File: config.mk
export PLATFORM = sky130hd
export DESIGN_NAME = jtframe_rom_arb
export DESIGN_NICKNAME = d
export VERILOG_FILES = /design/src/rtl/jtframe_rom_arb.sv
export SDC_FILE = /design/constraint.sdc
export NUM_CORES = 1
export LEC_CHECK = 0
export ABC_AREA = 1
export CAP_MARGIN = 0
export CORE_MARGIN = 2
export CORE_UTILIZATION = 50
export CTS_CLUSTER_SIZE = 8
export DETAILED_ROUTE_END_ITERATION = 12
export PLACE_DENSITY_LB_ADDON = 0.08
export SYNTH_ARGS = -nofsm -noshare
export SYNTH_HDL_FRONTEND = slang
export SYNTH_SLANG_ARGS = --single-unit
File: constraint.sdc
create_clock -name clk_rom -period 2.2 [get_ports clk_rom]
set_input_delay 0.44 -clock clk_rom [delete_from_list [all_inputs] [get_ports clk_rom]]
set_output_delay 0.44 -clock clk_rom [all_outputs]
set_load 0.02 [all_outputs]
File: src/rtl/jtframe_rom_arb.sv
// Round-robin arbiter sharing one SDRAM ROM read port among four requesters.
// Each slot keeps a one-word cache so repeated reads of the same word skip the SDRAM.
module jtframe_rom_arb #(
    parameter int              AW      = 22,
    parameter logic [AW-1:0]   OFFSET0 = 22'd0,
    parameter logic [AW-1:0]   OFFSET1 = 22'd0,
    parameter logic [AW-1:0]   OFFSET2 = 22'd0,
    parameter logic [AW-1:0]   OFFSET3 = 22'd0
) (
    input  logic              clk_rom,
    input  logic              rst,
    input  logic              downloading,
    input  logic              loop_rst,
    input  logic [3:0]        slot_cs,
    input  logic [4*AW-1:0]   slot_addr,
    output logic [3:0]        slot_ok,
    output logic [127:0]      slot_dout,
    output logic              sdram_req,
    input  logic              sdram_ack,
    output logic [AW-1:0]     sdram_addr,
    input  logic [31:0]       data_read,
    input  logic              data_rdy,
    output logic              refresh_en
);

    typedef enum logic [1:0] {
        ST_IDLE = 2'd0,
        ST_REQ  = 2'd1,
        ST_WAIT = 2'd2
    } state_e;

    localparam logic [AW-1:0] OFFSETS [4] = '{OFFSET0, OFFSET1, OFFSET2, OFFSET3};

    state_e          state_q, state_d;
    logic [1:0]      grant_q, grant_d;
    logic [1:0]      rr_q, rr_d;
    logic [AW-1:0]   raddr_q, raddr_d;
    logic [AW-1:0]   sdram_addr_q, sdram_addr_d;
    logic            sdram_req_q, sdram_req_d;
    logic            refresh_q, refresh_d;
    logic [3:0]      valid_q, valid_d;
    logic [AW-1:0]   cache_addr_q [4];
    logic [AW-1:0]   cache_addr_d [4];
    logic [31:0]     dout_q [4];
    logic [31:0]     dout_d [4];

    logic [3:0]      hit;
    logic [3:0]      pending;
    logic            found;
    logic [1:0]      pick;
    logic [1:0]      idx;
    logic [AW-1:0]   pick_addr;
    logic            complete;
    logic            flush;

    always_comb begin
        for (int i = 0; i < 4; i++) begin
            hit[i] = valid_q[i] && (cache_addr_q[i] == slot_addr[i*AW +: AW]);
        end
        pending = slot_cs & ~hit;
    end

    // State register
    always_ff @(posedge clk_rom) begin
        // NOTE: sequential state uses non-blocking assignments so every flop samples pre-edge values.
        if (rst) begin
            state_q      <= ST_IDLE;
            grant_q      <= 2'd0;
            rr_q         <= 2'd3;
            raddr_q      <= '0;
            sdram_addr_q <= '0;
            sdram_req_q  <= 1'b0;
            refresh_q    <= 1'b1;
            valid_q      <= 4'd0;
            // NOTE: the cache storage is reset because slot_dout is a visible output with a defined reset value.
            cache_addr_q <= '{default: '0};
            dout_q       <= '{default: '0};
        end else begin
            state_q      <= state_d;
            grant_q      <= grant_d;
            rr_q         <= rr_d;
            raddr_q      <= raddr_d;
            sdram_addr_q <= sdram_addr_d;
            sdram_req_q  <= sdram_req_d;
            refresh_q    <= refresh_d;
            valid_q      <= valid_d;
            cache_addr_q <= cache_addr_d;
            dout_q       <= dout_d;
        end
    end

    // Next-state and datapath update
    always_comb begin
        // NOTE: every _d starts from its _q so no path through this block infers a latch.
        state_d      = state_q;
        grant_d      = grant_q;
        rr_d         = rr_q;
        raddr_d      = raddr_q;
        sdram_addr_d = sdram_addr_q;
        sdram_req_d  = sdram_req_q;
        valid_d      = valid_q;
        cache_addr_d = cache_addr_q;
        dout_d       = dout_q;
        complete     = 1'b0;
        found        = 1'b0;
        pick         = 2'd0;
        idx          = 2'd0;
        flush        = downloading | loop_rst;

        // First pending slot strictly after the last grant, wrapping 3 -> 0
        for (int k = 1; k <= 4; k++) begin
            idx = rr_q + 2'(k);
            if (!found && pending[idx]) begin
                found = 1'b1;
                pick  = idx;
            end
        end
        pick_addr = slot_addr[pick*AW +: AW];

        if (flush) begin
            state_d     = ST_IDLE;
            sdram_req_d = 1'b0;
            valid_d     = 4'd0;
        end else begin
            case (state_q)
                ST_IDLE: begin
                    if (found) begin
                        grant_d      = pick;
                        raddr_d      = pick_addr;
                        sdram_addr_d = pick_addr + OFFSETS[pick];
                        sdram_req_d  = 1'b1;
                        rr_d         = pick;
                        state_d      = ST_REQ;
                    end
                end
                ST_REQ: begin
                    if (sdram_ack) begin
                        sdram_req_d = 1'b0;
                        if (data_rdy) complete = 1'b1;
                        else          state_d  = ST_WAIT;
                    end
                end
                ST_WAIT: begin
                    if (data_rdy) complete = 1'b1;
                end
                default: state_d = ST_IDLE;
            endcase
        end

        // Data is cached under the address latched at grant time, not the live one
        if (complete) begin
            state_d               = ST_IDLE;
            dout_d[grant_q]       = data_read;
            cache_addr_d[grant_q] = raddr_q;
            valid_d[grant_q]      = 1'b1;
        end

        refresh_d = (state_q == ST_IDLE) && (pending == 4'd0);
    end

    // Outputs
    always_comb begin
        slot_ok = slot_cs & hit;
        for (int i = 0; i < 4; i++) begin
            slot_dout[i*32 +: 32] = dout_q[i];
        end
    end

    assign sdram_req  = sdram_req_q;
    assign sdram_addr = sdram_addr_q;
    assign refresh_en = refresh_q;

endmodule

# ---- After elaboration in Yosys (flattened, before gate mapping)
# Index checks and enable logic that the tools add are counted.
# Widths: inputs -> output; s select.
dict set report totals {
  ff_bits 272
  out_inout_bits 156
  word_cells 110
}
dict set report classes {
  n_addsub 4
  muxes 40
  n_lt_le_gt_ge 9
  mul 1
  n_bitwise 9
  shifts 1
  n_reduce_logical 21
  n_eq_ne 9
}
# cell n
set op_table {}
lappend op_table {{$bwmux 128} 1}
lappend op_table {{$bwmux 88} 1}
lappend op_table {{$eq 22x22->1} 4}
lappend op_table {{$shiftx 88x8->22} 1}
lappend op_table {{$mux 22} 3}
lappend op_table {{$demux 32 s2} 1}
lappend op_table {{$bmux 22 s2} 1}
lappend op_table {{$demux 22 s2} 1}
lappend op_table {{$mux 32} 1}
lappend op_table {{$add 22x22->22} 1}
lappend op_table {{$lt 2x3->1 const B} 5}
lappend op_table {{$mux 1} 14}
lappend op_table {{$mux 2} 7}
lappend op_table {{$logic_and 1x1->1} 10}
lappend op_table {{$and 4x4->4} 2}
lappend op_table {{$bmux 1 s2} 4}
lappend op_table {{$mux 4} 2}
lappend op_table {{$ge 3x3->1 const B} 2}
lappend op_table {{$mul 2x4->6 const B} 1}
lappend op_table {{$ne 2x2->1 const B} 3}
lappend op_table {{$not 2->3} 2}
lappend op_table {{$pmux 2 s3} 1}
lappend op_table {{$reduce_and 3->1} 2}
lappend op_table {{$add 2x2->2 const B} 2}
lappend op_table {{other kinds (18)} 22}

# ---- Longest topological paths before layout
# Gate-level depths: netlist (run 1).
dict set report depth {
  depth_word 21
  ltp_mapped 21
}

# ---- Least setup slack after synthesis (run 1)
# No wires, ideal clock.
dict set report synth_timing {
  kind {input -> register}
  from {in slot_addr[84]}
  to {reg raddr_q[10]}
  setup_slack_ps 133
  t_required_ps 2091
  setup_ps 109
  arrival_ps 1958
  stages 20
  path_cell_list {inv_1 > nand2_1 > nand2_1 > nor2_1 > nand2_1 > nor2_1 > nand3_1 > nand3_1 > nand2_1 > nand2_1 > nand2_1 > nand2_2 > nand2_2 > nand2_4 > buf_2 > nand3_1 > nand3_1 > nand3_1 > nand2_1 > inv_1}
}
dict set report synth_between {
  elab_chain_cells 18
  elab_cells_between_ends 29
}
# element line
set synth_lines {}
lappend synth_lines {{from (decl)} 15} ;# input logic [4*AW-1:0] slot_addr,
lappend synth_lines {{$eq 22x22->1} 58} ;# hit[i] = valid_q[i] && (cache_addr_q[i] == slot_addr[i*AW +: AW]);
lappend synth_lines {{$logic_and 1x1->1} 58}
lappend synth_lines {{$not 4->4} 60} ;# pending = slot_cs & ~hit;
lappend synth_lines {{$and 4x4->4} 60}
lappend synth_lines {{$bmux 1 s2} 113} ;# if (!found && pending[idx]) begin
lappend synth_lines {{$mux 1 (implied by the code)} 113}
lappend synth_lines {{$mux 1} 113}
lappend synth_lines {{$logic_not 1->1} 113}
lappend synth_lines {{[... 2 more ...]} --}
lappend synth_lines {{$logic_not 1->1} 113}
lappend synth_lines {{$logic_and 1x1->1} 113}
lappend synth_lines {{$mux 1} 113}
lappend synth_lines {{$logic_not 1->1} 113}
lappend synth_lines {{$logic_and 1x1->1} 113}
lappend synth_lines {{$mux 2} 113}
lappend synth_lines {{$mul 2x4->6} 118} ;# pick_addr = slot_addr[pick*AW +: AW];
lappend synth_lines {{$shiftx 88x8->22} 118}
lappend synth_lines {{to (signal assigned)} 82} ;# raddr_q <= raddr_d;
lappend synth_lines {{to (decl)} 37} ;# logic [AW-1:0] raddr_q, raddr_d;
# Several ways; a longest one is shown, not always the timed one. The select of a mux whose other input is x is not followed.
# A chain may end at the register's enable or synchronous reset.

# ---- Worst setup path in the final report (run 1)
dict set report layout_timing {
  from {reg cache_addr_q[31] (netlist name)}
  to {reg raddr_q[15]}
}
dict set report layout_between {
  elab_chain_cells 18
  elab_cells_between_ends 29
}
# element line
set layout_lines {}
lappend layout_lines {{from (decl)} 42} ;# logic [AW-1:0] cache_addr_q [4];
lappend layout_lines {{from (signal assigned)} 87} ;# cache_addr_q <= cache_addr_d;
lappend layout_lines {{$eq 22x22->1 *} 58}
lappend layout_lines {{$logic_and 1x1->1 *} 58}
lappend layout_lines {{$not 4->4 *} 60}
lappend layout_lines {{$and 4x4->4 *} 60}
lappend layout_lines {{$bmux 1 s2} 113}
lappend layout_lines {{$mux 1 (implied by the code)} 113}
lappend layout_lines {{$mux 1} 113}
lappend layout_lines {{$logic_not 1->1} 113}
lappend layout_lines {{[... 2 more ...]} --}
lappend layout_lines {{$logic_not 1->1} 113}
lappend layout_lines {{$logic_and 1x1->1} 113}
lappend layout_lines {{$mux 1} 113}
lappend layout_lines {{$logic_not 1->1} 113}
lappend layout_lines {{$logic_and 1x1->1} 113}
lappend layout_lines {{$mux 2} 113}
lappend layout_lines {{$mul 2x4->6} 118}
lappend layout_lines {{$shiftx 88x8->22} 118}
# Every way passes the cells marked *; elsewhere a longest branch is shown, timed or not. The select of a mux whose other input is x is not followed.

==> metrics.md, run 1 <==
| Metric | Value |
|---|---|
| Max capacitance violation total | 0 |
| Fin Setup TNS | -10710 ps |
| Seq/Total Area, Yosys | 43.9% |
| Vias in the first global route | 13214 |
| Setup ws final | -476 ps |
| Yosys cell types | 28 |
| Iter 0 DRT Violations | 1288 |
| Dpl cells | 2359 |
| DIE AREA | 24000 um^2 |
| CP arrival | 3090 ps |
| Area leader, netlist | dfxtp_1 |
| Area growth, synth to finish | 57.9% |
| Core Box Area | 22500 um^2 |
| Avg Cell Area, Syn | 6.64 um^2 |
| Fin nets | 2275 |
| Setup violations, final | 31 |
| Cell area after placement | 15700 um^2 |
| Peak fanout along the critical path | 6 |
| IO Port Bufs | 285 |
| # IOs | 286 |
| Top cells by area, synth | dfxtp_1, nand2_1, o21ai_0 |
| Worst setup SP type | flop |
| WL per Instance | 19.5 um |
| Filler cells | 1563 |
| Via/cell ratio | 5.54 |
| Critical-path top delay cell | dfxtp_2 |
| FFs w/ async S/R, synth | 0% |
| Routed vias | 13451 |
| Clk_lat worst skew | 530 ps |
| Most frequent cell after synthesis | nand2_1 |
| Reg area | 5050 um^2 |
| GP Congestion | 0.962 |
| Antenna violations before repair | 1 |
| Clock share of power | 41.3% |
| Slew @ Worst Pin | 435 ps |
| Clock skew | 23.2 ps |
| Pre-antenna DRT Iters | 7 |
| RSZ-0062 raised after global routing | true |
| Root buffer cell | clkbuf_16 |
| First-pass GRT wire length | 71000 um |
| Cells after Synth | 1718 |
| Nature of the critical path endpoint | flop |
| Critical Path Max Stage Delay | 340 ps |
| Violated checks | negative setup slack |
| CTS tree | yes |
| Cell seen most often among critical-path stages | nand2_1 |
| Fin cells | 2430 |
| Total power | 12.3 mW |
| Final Hold Fails | 0 |
| Ys flop type | dfxtp_1 |
| Pin count of the biggest net entering global routing | 68 |
| Leakage | 8.15 nW |
| Syn Nets | 1852 |
| Max-slew violation count | 0 |
| Critical Path RT | 2610 ps |
| Hold Crit Class | reg -> reg |
| Worst-path cell chain | inv_1 -> nand2_1 -> o21ai_1 -> nor2_1 -> nand2_1 -> nor2_2 -> nand3_4 -> nand3_4 -> nand2_2 -> nand2_2 -> nand2_2 -> nand2_4 -> nand3_4 -> buf_12 -> buf_12 -> nand2_8 -> nand2_1 -> nand3_1 -> nand3_2 -> nand2_1 -> inv_1 |
| Post-synthesis register bit count | 250 |
| Kind of critical path | reg -> reg |
| Post-synth EDFFs | 0 |
| Clock buffer depth | 3 |
| GR Util All Layers | 37.7% |
| Worst VDD drop | 0.491 mV |
| Outcome | complete, but fails checks |
| Final antenna-violating net count | 0 |
| Worst hold slack | 440 ps |
| Fin crit period | 2680 ps |
| H-tree depth | 2 |
| Die Wd | 155 um |
| Die height | 155 um |
| Synth Warn # | 0 |
| Period Utilization, post-route | 122% |
| Switching Share | 29.4% |
| Clock tree sinks | 250 |
| DRC | 0 |
| Final HPWL from detailed placement | 30000 um |
| Internal cell power | 8.71 mW |
| Initial Util | 50.7% |
| PwrDens | 685 nW/um^2 |
| Synthesized cell area | 11400 um^2 |
| Layout cells sized above 1 | 22.4% |
| Reg power frac | 37.7% |
| Post-synth top area share | 43.9% |
| Grt ovf | 0 |
| FP Rows | 55 |
| Multi-input combinational cell area | 6010 um^2 |
| Final WL | 47400 um |
| Final instance area | 18000 um^2 |
| TritonCTS Buffers | 37 |
| Net Sw Power | 3.63 mW |
| Most frequent cells after synthesis | nand2_1, nor2_1, dfxtp_1 |
| Relative slew slack | 71.0% |
| Fmax | 374 MHz |
| Logic pwr share | 21.0% |
| Worst-path clk slew | 50 ps |
[logic make-up (layout without fill, tap and decap cells)]
family	after synthesis	after routing	synth area share [%]
buffers and inverters	340	758	11.6
other	0	1	0
XOR/XNOR	14	14	1.08
adder cells (fa/ha/maj)	4	4	0.439
flip-flops	250	250	43.9
AO/OA/AOI/OAI	386	386	17.1
AND/OR/NAND/NOR	724	732	25.9
[sequential cells by signal, summed over array words and instances, names as in the netlist]
signal and flops:
grant_q 2, state_q 2, rr_q 2, slot_dout 128, valid_q 4, sdram_req 1
cache_addr_q 88, refresh_en 1, raddr_q 22
[area by class of cell]
type / count / area share (%)
clock inverters: 3 / 0.257
flip-flops and latches: 250 / 28.0
clock buffers: 39 / 5.30
repair buffers: 468 / 25.8
inverters: 248 / 5.20
well taps: 285 / 1.98
diodes: 1 / 0.0139
multi-input cells: 1136 / 33.4
[final timing paths]
check	start	end	slack, ps	depth (start not counted)
setup / recovery	cache_addr_q[31]	raddr_q[15]	-480	21
hold / removal	slot_dout[11]	slot_dout[11]	440	2
setup reg to reg	cache_addr_q[31]	raddr_q[15]	-480	21
hold reg to reg	slot_dout[11]	slot_dout[11]	440	2
[power groups by stage]
stage / registers, mW / clock network, mW / logic (mW)
floorplan: 4.75 / 0 / 0.825
global placement: 4.74 / 0 / 1.71
detailed placement: 4.74 / 0 / 1.72
CTS: 4.65 / 5.11 / 2.30
global route: 4.65 / 5.32 / 2.68
finish: 4.65 / 5.10 / 2.59
[through the flow]
stage / util, % / setup slack (ps)
detailed placement: 69.8 / -1020
global route: 80.0 / -541
finish: 80.0 / -476
CTS: 78.4 / -202
floorplan: - / 133
global placement: 69.8 / -979
[layout by cell type (no fill, tap or decap), types with 3 or more instances in the layout]
master and n:
nand2_1 265, nor2_1 242, o21ai_0 221, dfxtp_1 213, clkdlybuf4s50_1 200, inv_1 199
a21oi_1 146, buf_4 138, dlygate4sd2_1 73, nand3_2 70, nand3_1 60, inv_2 43
nand2_2 41, clkbuf_16 40, dfxtp_2 37, buf_12 27, buf_6 15, nor2_2 12
o21ai_1 10, nand3_4 10, nand2_8 10, xnor2_1 9, nor2_4 9, nand2_4 8
dlymetal6s2s_1 8, ha_1 4, xor2_1 3, clkinv_1 3, buf_16 3
[worst max-delay path, delay by kind of cell, from the launching register on]
family / cells / cell delay [ps]
AOI/OAI and AO/OA: 1 / 60
buffers and inverters: 4 / 410
and+or+nand+nor: 16 / 1730
DFF: 1 / 340
[repair_timing]
action	4_1_cts	5_1_grt
setup buffers	12	4
pin swaps	62	55
cloned	11	3
gates resized for setup	273	109
hold buffers	0	0
setup endpoints to repair	35	206
[metal layers]
metal	track usage, %	part of all wire, %	vias up
li1	-	-	6262
met4	20.9	6.7	0
met1	42.9	35	6171
met2	63.1	46	801
met5	0	0	-
met3	11.6	12	217
Note: power is estimated with default switching activity, not from simulation.
==> run 2, diff against run 1 <==
--- a/config.mk
+++ b/config.mk
@@ -7,8 +7,10 @@
 export LEC_CHECK = 0
 export ABC_AREA = 1
 export CAP_MARGIN = 0
+export CELL_PAD_IN_SITES_DETAIL_PLACEMENT = 0
+export CELL_PAD_IN_SITES_GLOBAL_PLACEMENT = 2
 export CORE_MARGIN = 2
-export CORE_UTILIZATION = 50
+export CORE_UTILIZATION = 26
 export CTS_CLUSTER_SIZE = 8
 export DETAILED_ROUTE_END_ITERATION = 12
 export PLACE_DENSITY_LB_ADDON = 0.08
==> run 2 against run 1 <==
Compared with the run above:
- the flow still finishes with violations (negative setup slack)
- total power increased by 0.25%
- via count decreased by 8.8%
- critical endpoint is now raddr_q[9]
- core utilization fell by 37 points
- clock power rose by 3%
- sequential power barely moved
- maximum frequency up 9.0%
- largest cell class unchanged
==> metrics.md, run 2 (synthesis gave the netlist of run 1 again) <==
| Metric | Value |
|---|---|
| Via/cell ratio | 4.51 (was 5.54) |
| Final instance area | 18400 um^2 (was 18000 um^2) |
| Hold worst-path end | raddr_q[11] (was slot_dout[11]) |
| Cell area after placement | 16100 um^2 (was 15700 um^2) |
| Die height | 213 um (was 155 um) |
| FP Rows | 76 (was 55) |
| Initial Util | 26.4% (was 50.7%) |
| Worst hold slack | 433 ps (was 440 ps) |
| FF-to-FF Start | cache_addr_q[0] (was cache_addr_q[31]) |
| GR Util All Layers | 22.5% (was 37.7%) |
| PwrDens | 673 nW/um^2 (was 685 nW/um^2) |
| Die Wd | 213 um (was 155 um) |
| Peak fanout along the critical path | 7 (was 6) |
| Vias in the first global route | 12265 (was 13214) |
| Fmax | 407 MHz (was 374 MHz) |
| Final WL | 51300 um (was 47400 um) |
| Hold Path Stages | 7 (was 2) |
| Critical Path RT | 2650 ps (was 2610 ps) |
| Setup violations, final | 30 (was 31) |
| Dpl cells | 2657 (was 2359) |
| Clock buffer depth | 3 (unchanged) |
| WL per Instance | 18.9 um (was 19.5 um) |
| Worst setup SP type | input port (was flop) |
| Cts hold-fix bufs | 0 (unchanged) |
| # IOs | 286 (unchanged) |
| Clock tree sinks | 250 (unchanged) |
| Kind of critical path | in -> reg (was reg -> reg) |
| Hold Crit Class | in -> reg (was reg -> reg) |
| Antenna violations before repair | 1 (unchanged) |
| Layout cells sized above 1 | 22.5% (was 22.4%) |
| Relative slew slack | 62.1% (was 71.0%) |
| CP arrival | 2910 ps (was 3090 ps) |
| Fin cells | 2720 (was 2430) |
| Leakage | 8.18 nW (was 8.15 nW) |
| Clock skew | 15.2 ps (was 23.2 ps) |
| First-pass GRT wire length | 76000 um (was 71000 um) |
| Flop2flop setup slack | -210 ps (was -480 ps) |
| Fin crit period | 2460 ps (was 2680 ps) |
| Area growth, synth to finish | 61.3% (was 57.9%) |
| Final HPWL from detailed placement | 36800 um (was 30000 um) |
| Pre-antenna DRT Iters | 4 (was 7) |
| Crit path from | slot_addr[73] (was cache_addr_q[31]) |
| IO Port Bufs | 285 (unchanged) |
| Worst VDD drop | 0.500 mV (was 0.491 mV) |
| TritonCTS Buffers | 37 (unchanged) |
| Final Hold Fails | 0 (unchanged) |
| Pin count of the biggest net entering global routing | 106 (was 68) |
| Most frequent cells in the layout | nand2_1, nor2_1, clkdlybuf4s50_1 (was nand2_1, nor2_1, o21ai_0) |
| Final antenna-violating net count | 0 (unchanged) |
| Utilization after layout | 42.6% (was 80.0%) |
| Fin Setup TNS | -5990 ps (was -10710 ps) |
| Total power | 12.4 mW (was 12.3 mW) |
| Worst-path clk slew | 60 ps (was 50 ps) |
| Setup ws final | -255 ps (was -476 ps) |
| Core Box Area | 43200 um^2 (was 22500 um^2) |
| Root buffer cell | clkbuf_16 (unchanged) |
| Iter 0 DRT Violations | 683 (was 1288) |
| Max reg flops | 128 (unchanged) |
| DRC | 0 (unchanged) |
| DIE AREA | 45600 um^2 (was 24000 um^2) |
| Critical hold path startpoint | slot_addr[55] (was slot_dout[11]) |
| Slew @ Worst Pin | 568 ps (was 435 ps) |
| Filler cells | 4547 (was 1563) |
| Grt ovf | 0 (unchanged) |
| CTS tree | yes (unchanged) |
| Routed vias | 12261 (was 13451) |
| Max capacitance violation total | 0 (unchanged) |
| Fin nets | 2262 (was 2275) |
| Clk_lat worst skew | 550 ps (was 530 ps) |
| Nature of the critical path endpoint | flop (unchanged) |
| Period Utilization, post-route | 112% (was 122%) |
| Outcome | complete, but fails checks (unchanged) |
| H-tree depth | 2 (unchanged) |
| Pre-CTS WS | -1030 ps (was -1020 ps) |
| Violated checks | negative setup slack (unchanged) |
| RSZ-0062 raised after global routing | true (unchanged) |
| Leading cell type in the layout, fill and taps excluded | nand2_1 (unchanged) |
| Worst R2R Path Depth | 22 (was 21) |
| GP Congestion | 0.842 (was 0.962) |
| Max-slew violation count | 0 (unchanged) |
| R2r endpoint | raddr_q[9] (was raddr_q[15]) |
==> run 2: repair_timing <==
action	in CTS	in global routing
gates resized for setup	246	131
pin swaps	51	53
gates cloned	5	1
endpoints found under the setup margin	58	44
buffers inserted	9	6
==> run 2: worst max path at each step <==
stage | slack [ps] | endpoint | cells past startpoint
floorplan | 130 | raddr_q[10] | 20
global placement | -1020 | raddr_q[9] | 21
detailed placement | -1030 | raddr_q[9] | 21
CTS | -220 | slot_ok[3] | 11
global route | -380 | raddr_q[10] | 20
finish | -260 | raddr_q[9] | 23
==> run 2: layout make-up <==
class | instances | area [um^2] | share of cell area, %
tap | 585 | 732 | 3.98
inverter | 248 | 936 | 5.09
sequential | 250 | 5050 | 27.5
antenna | 1 | 2.50 | 0.0136
clock inverter | 2 | 38.8 | 0.211
timing repair buffer | 463 | 4680 | 25.4
multi-input combinational | 1128 | 5970 | 32.5
clock buffer | 43 | 980 | 5.33
==> run 2: critical path, stage by stage <==
cell and delay (ps):
clkdlybuf4s50_1 460, inv_1 110, nand2_1 110, nand2_1 50, nor2_1 80, nand2_1 70
nor2_2 120, nand3_2 90, buf_6 150, nand3_4 80, nand3_2 80, nand2_2 90
buf_6 110, nand2_4 60, nand2_4 80, nand2_8 90, nand2_8 150, clkbuf_16 190
nand2_4 50, nand3_4 70, nand3_2 60, nand2_1 60, inv_1 30
==> run 2: where the power goes <==
part	internal [mW]	total, mW	switching [mW]
logic	1.11	2.45	1.34
registers	4.58	4.65	0.0700
clock network	3.11	5.27	2.16
==> run 2: per-layer routing <==
layer | track usage (%) | share of wire [%] | vias up
met4 | 9.10 | 3.6 | 0
met1 | 26.6 | 41 | 5618
li1 | - | - | 6229
met3 | 5.87 | 6.6 | 95
met2 | 38.8 | 48 | 319
met5 | 0 | 0 | -
==> run 3, diff against run 2 <==
--- a/config.mk
+++ b/config.mk
@@ -14,6 +14,7 @@
 export CTS_CLUSTER_SIZE = 8
 export DETAILED_ROUTE_END_ITERATION = 12
 export PLACE_DENSITY_LB_ADDON = 0.08
+export SLEW_MARGIN = 20
 export SYNTH_ARGS = -nofsm -noshare
 export SYNTH_HDL_FRONTEND = slang
 export SYNTH_SLANG_ARGS = --single-unit
==> results of run 3 <==
The final DEF is identical to that of run 2; final timing and power are the same.
